==> src/rtl/alu_decode_pkg.sv <==
// Shared opcode/funct encodings, control enums and the registered control word.
// ILLEGAL_FLAG_EN: is_known() backs the optional illegal-encoding flag in the top.
package alu_decode_pkg;

  localparam logic [5:0] OP_RTYPE = 6'b000000;
  localparam logic [5:0] OP_ORI   = 6'b001101;
  localparam logic [5:0] OP_LW    = 6'b100011;
  localparam logic [5:0] OP_SW    = 6'b101011;
  localparam logic [5:0] OP_BEQ   = 6'b000100;
  localparam logic [5:0] OP_LUI   = 6'b001111;
  localparam logic [5:0] OP_JAL   = 6'b000011;

  localparam logic [5:0] FN_ADD = 6'b100000;
  localparam logic [5:0] FN_SUB = 6'b100010;
  localparam logic [5:0] FN_JR  = 6'b001000;

  typedef enum logic [1:0] {ALU_ADD, ALU_SUB, ALU_OR, ALU_PASSB} alu_op_e;
  typedef enum logic [1:0] {EXT_ZERO, EXT_SIGN, EXT_LUI, EXT_RSVD} ext_op_e;
  typedef enum logic [1:0] {PC_PLUS4, PC_BEQ, PC_JAL, PC_JR} pc_op_e;
  typedef enum logic [1:0] {SEL_ALU, SEL_MEM, SEL_PC4, SEL_RSVD} grf_sel_e;

  typedef struct packed {
    alu_op_e    alu_op;
    pc_op_e     pc_op;
    logic       dm_we;
    logic       grf_we;
    logic [4:0] grf_waddr;
    grf_sel_e   grf_data_sel;
    logic       alu_src;
  } ctrl_t;

  localparam ctrl_t CTRL_NOP = '{
    alu_op:       ALU_ADD,
    pc_op:        PC_PLUS4,
    dm_we:        1'b0,
    grf_we:       1'b0,
    grf_waddr:    5'd0,
    grf_data_sel: SEL_ALU,
    alu_src:      1'b0
  };

  function automatic logic is_known(input logic [31:0] word);
    logic [5:0] op;
    logic [5:0] fn;
    op = word[31:26];
    fn = word[5:0];
    case (op)
      OP_RTYPE: is_known = (fn == FN_ADD) || (fn == FN_SUB) || (fn == FN_JR);
      OP_ORI, OP_LW, OP_SW, OP_BEQ, OP_LUI, OP_JAL: is_known = 1'b1;
      default: is_known = 1'b0;
    endcase
  endfunction

endpackage

==> src/rtl/alu_decode_alu.sv <==
// 32-bit ALU: add/sub (wraparound), bitwise or, pass B; zero flag on the result.
// Purely combinational, no flow control.
module alu_decode_alu
  import alu_decode_pkg::*;
(
  input  alu_op_e     op,
  input  logic [31:0] a,
  input  logic [31:0] b,
  output logic [31:0] result,
  output logic        zero
);

  always_comb begin
    result = a + b;
    case (op)
      ALU_ADD:   result = a + b;
      ALU_SUB:   result = a - b;
      ALU_OR:    result = a | b;
      ALU_PASSB: result = b;
    endcase
  end

  assign zero = (result == 32'd0);

endmodule

==> src/rtl/alu_decode_unit.sv <==
// MIPS-subset decode + ALU: fields/ext_op combinational, controls/result 1-cycle registered.
// No backpressure, accepts every cycle; ILLEGAL_FLAG_EN adds the registered illegal output.
module alu_decode_unit
  import alu_decode_pkg::*;
(
  input  logic        clk,
  input  logic        reset,
  input  logic        in_valid,
  input  logic [31:0] instr,
  input  logic [31:0] rs_val,
  input  logic [31:0] rt_val,
  input  logic [31:0] ext_imm,
  output logic [4:0]  rs,
  output logic [4:0]  rt,
  output logic [4:0]  rd,
  output logic [5:0]  opcode,
  output logic [5:0]  funct,
  output logic [15:0] imm16,
  output logic [25:0] imm26,
  output logic [1:0]  ext_op,
  output logic        out_valid,
  output logic [31:0] result,
  output logic        zero,
  output logic [1:0]  alu_op,
  output logic [1:0]  pc_op,
  output logic        branch_taken,
  output logic        dm_we,
  output logic        grf_we,
  output logic [4:0]  grf_waddr,
  output logic [1:0]  grf_data_sel,
  output logic        alu_src,
  output logic [31:0] wdata
`ifdef ILLEGAL_FLAG_EN
  ,
  output logic        illegal
`endif
);

  ctrl_t       ctrl_d;
  ctrl_t       ctrl_q;
  ext_op_e     ext_d;
  logic [31:0] alu_b;
  logic [31:0] alu_res;
  logic        alu_zero;
  logic [31:0] result_q;
  logic [31:0] wdata_q;
  logic        zero_q;
  logic        valid_q;
  logic        taken_q;

  assign opcode = instr[31:26];
  assign rs     = instr[25:21];
  assign rt     = instr[20:16];
  assign rd     = instr[15:11];
  assign funct  = instr[5:0];
  assign imm16  = instr[15:0];
  assign imm26  = instr[25:0];
  assign ext_op = ext_d;

  // Unlisted encodings (including nop) fall through with the all-zero control word.
  always_comb begin
    ctrl_d = CTRL_NOP;
    ext_d  = EXT_ZERO;
    case (opcode)
      OP_RTYPE: begin
        case (funct)
          FN_ADD: begin
            ctrl_d.grf_we    = 1'b1;
            ctrl_d.grf_waddr = rd;
          end
          FN_SUB: begin
            ctrl_d.alu_op    = ALU_SUB;
            ctrl_d.grf_we    = 1'b1;
            ctrl_d.grf_waddr = rd;
          end
          FN_JR:   ctrl_d.pc_op = PC_JR;
          default: ;
        endcase
      end
      OP_ORI: begin
        ctrl_d.alu_op    = ALU_OR;
        ctrl_d.alu_src   = 1'b1;
        ctrl_d.grf_we    = 1'b1;
        ctrl_d.grf_waddr = rt;
      end
      OP_LW: begin
        ext_d               = EXT_SIGN;
        ctrl_d.alu_src      = 1'b1;
        ctrl_d.grf_we       = 1'b1;
        ctrl_d.grf_waddr    = rt;
        ctrl_d.grf_data_sel = SEL_MEM;
      end
      OP_SW: begin
        ext_d          = EXT_SIGN;
        ctrl_d.alu_src = 1'b1;
        ctrl_d.dm_we   = 1'b1;
      end
      OP_BEQ: begin
        ext_d         = EXT_SIGN;
        ctrl_d.alu_op = ALU_SUB;
        ctrl_d.pc_op  = PC_BEQ;
      end
      OP_LUI: begin
        ext_d            = EXT_LUI;
        ctrl_d.alu_op    = ALU_PASSB;
        ctrl_d.alu_src   = 1'b1;
        ctrl_d.grf_we    = 1'b1;
        ctrl_d.grf_waddr = rt;
      end
      OP_JAL: begin
        ctrl_d.pc_op        = PC_JAL;
        ctrl_d.grf_we       = 1'b1;
        ctrl_d.grf_waddr    = 5'd31;
        ctrl_d.grf_data_sel = SEL_PC4;
      end
      default: ;
    endcase
  end

  assign alu_b = ctrl_d.alu_src ? ext_imm : rt_val;

  alu_decode_alu u_alu (
    .op     (ctrl_d.alu_op),
    .a      (rs_val),
    .b      (alu_b),
    .result (alu_res),
    .zero   (alu_zero)
  );

  // Stage loads regardless of in_valid; consumers qualify write enables with out_valid.
  always_ff @(posedge clk) begin
    if (!reset) begin
      ctrl_q   <= CTRL_NOP;
      result_q <= 32'd0;
      zero_q   <= 1'b0;
      valid_q  <= 1'b0;
      taken_q  <= 1'b0;
      wdata_q  <= 32'd0;
    end else begin
      ctrl_q   <= ctrl_d;
      result_q <= alu_res;
      zero_q   <= alu_zero;
      valid_q  <= in_valid;
      taken_q  <= (ctrl_d.pc_op == PC_BEQ) && alu_zero;
      wdata_q  <= rt_val;
    end
  end

`ifdef ILLEGAL_FLAG_EN
  always_ff @(posedge clk) begin
    if (!reset) illegal <= 1'b0;
    else        illegal <= in_valid && !is_known(instr) && (instr != 32'd0);
  end
`endif

  assign out_valid    = valid_q;
  assign result       = result_q;
  assign zero         = zero_q;
  assign alu_op       = ctrl_q.alu_op;
  assign pc_op        = ctrl_q.pc_op;
  assign branch_taken = taken_q;
  assign dm_we        = ctrl_q.dm_we;
  assign grf_we       = ctrl_q.grf_we;
  assign grf_waddr    = ctrl_q.grf_waddr;
  assign grf_data_sel = ctrl_q.grf_data_sel;
  assign alu_src      = ctrl_q.alu_src;
  assign wdata        = wdata_q;

endmodule

==> config.mk <==
export PLATFORM = sky130hd
export DESIGN_NAME = alu_decode_unit
export DESIGN_NICKNAME = d
export VERILOG_FILES = /design/src/rtl/alu_decode_pkg.sv /design/src/rtl/alu_decode_alu.sv /design/src/rtl/alu_decode_unit.sv
export SDC_FILE = /design/constraint.sdc
export NUM_CORES = 1
export LEC_CHECK = 0
export CAP_MARGIN = 20
export CORE_ASPECT_RATIO = 0.7
export CORE_MARGIN = 2
export CORE_UTILIZATION = 31
export CTS_CLUSTER_DIAMETER = 50
export DETAILED_ROUTE_END_ITERATION = 16
export GPL_TIMING_DRIVEN = 0
export PLACE_DENSITY = 0.73
export SKIP_LAST_GASP = 1
export SYNTH_ARGS = -nofsm -noshare
export SYNTH_HDL_FRONTEND = slang
export SYNTH_HIERARCHICAL = 1
export SYNTH_SLANG_ARGS = --single-unit
export TNS_END_PERCENT = 20
==> constraint.sdc <==
create_clock -name clk -period 9.33 [get_ports clk]
set_input_delay 1.866 -clock clk [delete_from_list [all_inputs] [get_ports clk]]
set_output_delay 1.866 -clock clk [all_outputs]
set_load 0.1 [all_outputs]
==> summary.md <==
| Metric | Value |
|---|---|
| Outcome | complete, no violations |
| CP max FO | 10 |
| Finished Layout Cells | 1380 |
| WP data arrival | a little over 9000 ps |
| GP Congestion | just under 1 |
| Max Slew Vio Count | 0 |
| Drt first pass iters | 5 |
| Worst Setup Path Type | in -> reg |
| Met1 usage | 0.292 |
| Largest area contributor in the netlist | dfxtp_1 |
| CP max-delay cell | clkdlybuf4s50_1 |
| Syn avg cell area | 8.11 µm² |
| Min-Delay Path Class | in -> reg |
| RSZ-0062 raised after global routing | false |
| DP HPWL | ~21 mm |
| Largest net degree at the start of global routing | 16 |
| WP data required | 9610 ps |
| Placement Rows | 44 |
| Pwr/cell area | 164 nW/µm² |
| Maximum clock rate | 113 MHz |
| Clk sink count | 81 |
| Final WL | 25.3 mm |
| Layout Area Growth over Synthesis | 51.1% |
| Top cell by count, worst path | a21oi_1 |
| Async set-reset flop share out of synthesis | 0 |
| CTS max path bufs | 2 |
| Post-route clock period utilization | 0.950 |
| Grt peak-use layer | met2 |
| Final ANT Viol Nets | 0 |
| Synth warn | 6 |
| CTS clk-pin slew, worst paths | 70 ps |
| Layout cell share with drive strength beyond 1 | 0.144 |
| Actual slew at the worst max-slew pin | 1040 ps |
| Diodes inserted | 0 |
| GRT overflow | 0 |
| Initial core utilization | 0.317 |
| Most frequent cells in the layout | clkdlybuf4s50_1, dfxtp_1, buf_4 |
| IO Pins | 283 |
| Yosys reg bits | 81 |
| Max IR drop VDD | approximately 0.000094 V |
| Initial antenna violation count | 0 |
| Drt wl/cell | between 15 and 20 µm |
| Inserted Clock Buffers | 9 |
| Average vias per placed instance | around 5.1 |
| Most used DFF post-synth | dfxtp_1 |
| First-pass GRT wire length | 37.9 mm |
| Number of max-cap violations | 0 |
| CP Buf/Inv Count | 2 |
| Worst hold margin | 2110 ps |
| Synth unique cells | 75 |
| Final Hold Vio Count | 0 |
| Final min period | 8860 ps |
| Critical Path Start Type | input port |
| Post-synth top area share | 0.245 |
| Htree depth | 3 |
| CTS tree | yes |
| Initial DRC count | 520 |
| Full die area | roughly 23000 µm² |
| Number of synthesized flops with an enable pin | 0 |
| Synthesized instance count | 816 |
| Max transition margin | 0.306 |
| Residual DRC count | 0 |
| Leak | 3.92 nW |
| Layout fillers | 2029 |
| Largest delay contributor family on the critical path | simple AND/OR/NAND/NOR gates |
| Share of the yosys chip area belonging to registers | 0.245 |
| Met2 global-route usage | 0.357 |
| Worst path max stage delay | 570 ps |
| Crit end category | flop |
| M3 GR Usage | 0.0429 |
| Chip Height | 126 µm |
| Fin nets | 1264 |
| Final setup violation count | 0 |
| Vias in the first global route | 6618 |
| Core Box Area | approximately 21000 µm² |
| # hold bufs at CTS | 0 |
| Commonest non-fill, non-tap cell in the layout | clkdlybuf4s50_1 |
| Port Buf Inserts | 272 |
| Vias | 7019 |
| Top post-synthesis cells by area | dfxtp_1, buf_4, and2_1 |
| Total GRT Usage | 0.219 |
| Chip Width | 179 µm |
| Synthesized cell area | 6620 µm² |
| CTS Root Cell | clkbuf_16 |
| Number of cells after detailed placement | about 1400 |
| Post-synth net total | 981 |
cell families (layout without fill, tap and decap cells):
logic type      count (synthesis)  in the layout  share of synthesized area
compound gates                201            201                      0.201
xor+xnor                       51             51                     0.0686
fa+ha+maj                      34             34                     0.0654
buf+inv                       127            415                      0.117
flops                          81             81                      0.245
mux                            40             40                     0.0669
simple gates                  282            282                      0.236
layer usage:
layer / vias to the layer above / routed length, µm / share of wire
met5: - / 0 / 0
met4: 0 / 564 / 0.022
met3: 37 / 2320 / 0.092
met2: 346 / 11500 / 0.46
met1: 3234 / 10900 / 0.43
li1: 3402 / - / -
synthesized netlist by cell type, types with 3 or more instances:
cell type  count
o21a_1        12
xnor2_1       35
nor4_2         3
nor2b_1       15
buf_2          3
dfxtp_1       81
o31a_1         3
o21ai_1        3
mux2i_1        6
a221oi_1       4
nand3_1       13
and2_1        71
ha_1          33
a311oi_1       3
a211oi_1      13
inv_1         22
mux2_2        34
nand3b_1       6
a21oi_1       73
a21o_1         8
o211ai_1       5
and3_1        11
nand2_1       46
clkbuf_1      22
buf_4         75
or3_1          5
nand2b_1       5
nor2_1        62
xor2_1        15
nor4_1         6
nor3b_1        3
o21ai_0       30
o31ai_1        8
or4_4          3
a31oi_1        8
nand4_1        6
nor3_1        13
layout make-up:
type / instances / area [µm²] / share of cell area
plain buffers: 103 / 687 / 0.0687
clock buffers: 9 / 225 / 0.0225
clock inverters: 7 / 77.6 / 0.00775
inverters: 24 / 90.1 / 0.00900
multi-input cells: 608 / 4240 / 0.423
flip-flops and latches: 81 / 1620 / 0.162
well taps: 276 / 345 / 0.0345
repair buffers: 272 / 2720 / 0.272
where the power goes:
group | leakage [nW] | switching (mW) | internal [mW]
Clock | 0.146 | 0.150 | 0.210
Combinational | 3.10 | 0.616 | 0.279
Sequential | 0.671 | 0.00832 | 0.379
state kept, by name, summed over array words and instances, names as in the netlist, 2 cells and up:
signal,flops
pc_op,2
grf_data_sel,2
result,32
wdata,32
grf_waddr,5
alu_op,2
final timing paths:
check,startpoint,endpoint,depth (start not counted)
setup / recovery,instr[31],branch_taken,26
hold / removal,in_valid,out_valid,2
what timing repair did:
action,4_1_cts,5_1_grt
endpoints found under the setup margin,0,3
setup buffers,0,0
resized for setup,0,4
through the flow:
step	area, µm²	total power, mW	TNS (ps)	utilization	setup slack (ps)
global route	10000	1.71	0	0.480	34.9
global placement	9690	1.28	0	0.464	55.1
CTS	9990	1.64	0	0.479	238
finish	10000	1.64	0	0.480	470
detailed placement	9690	1.28	-73.8	0.464	-73.8
floorplan	6620	1.04	0	-	2080
(Power assumes the default switching activity.)
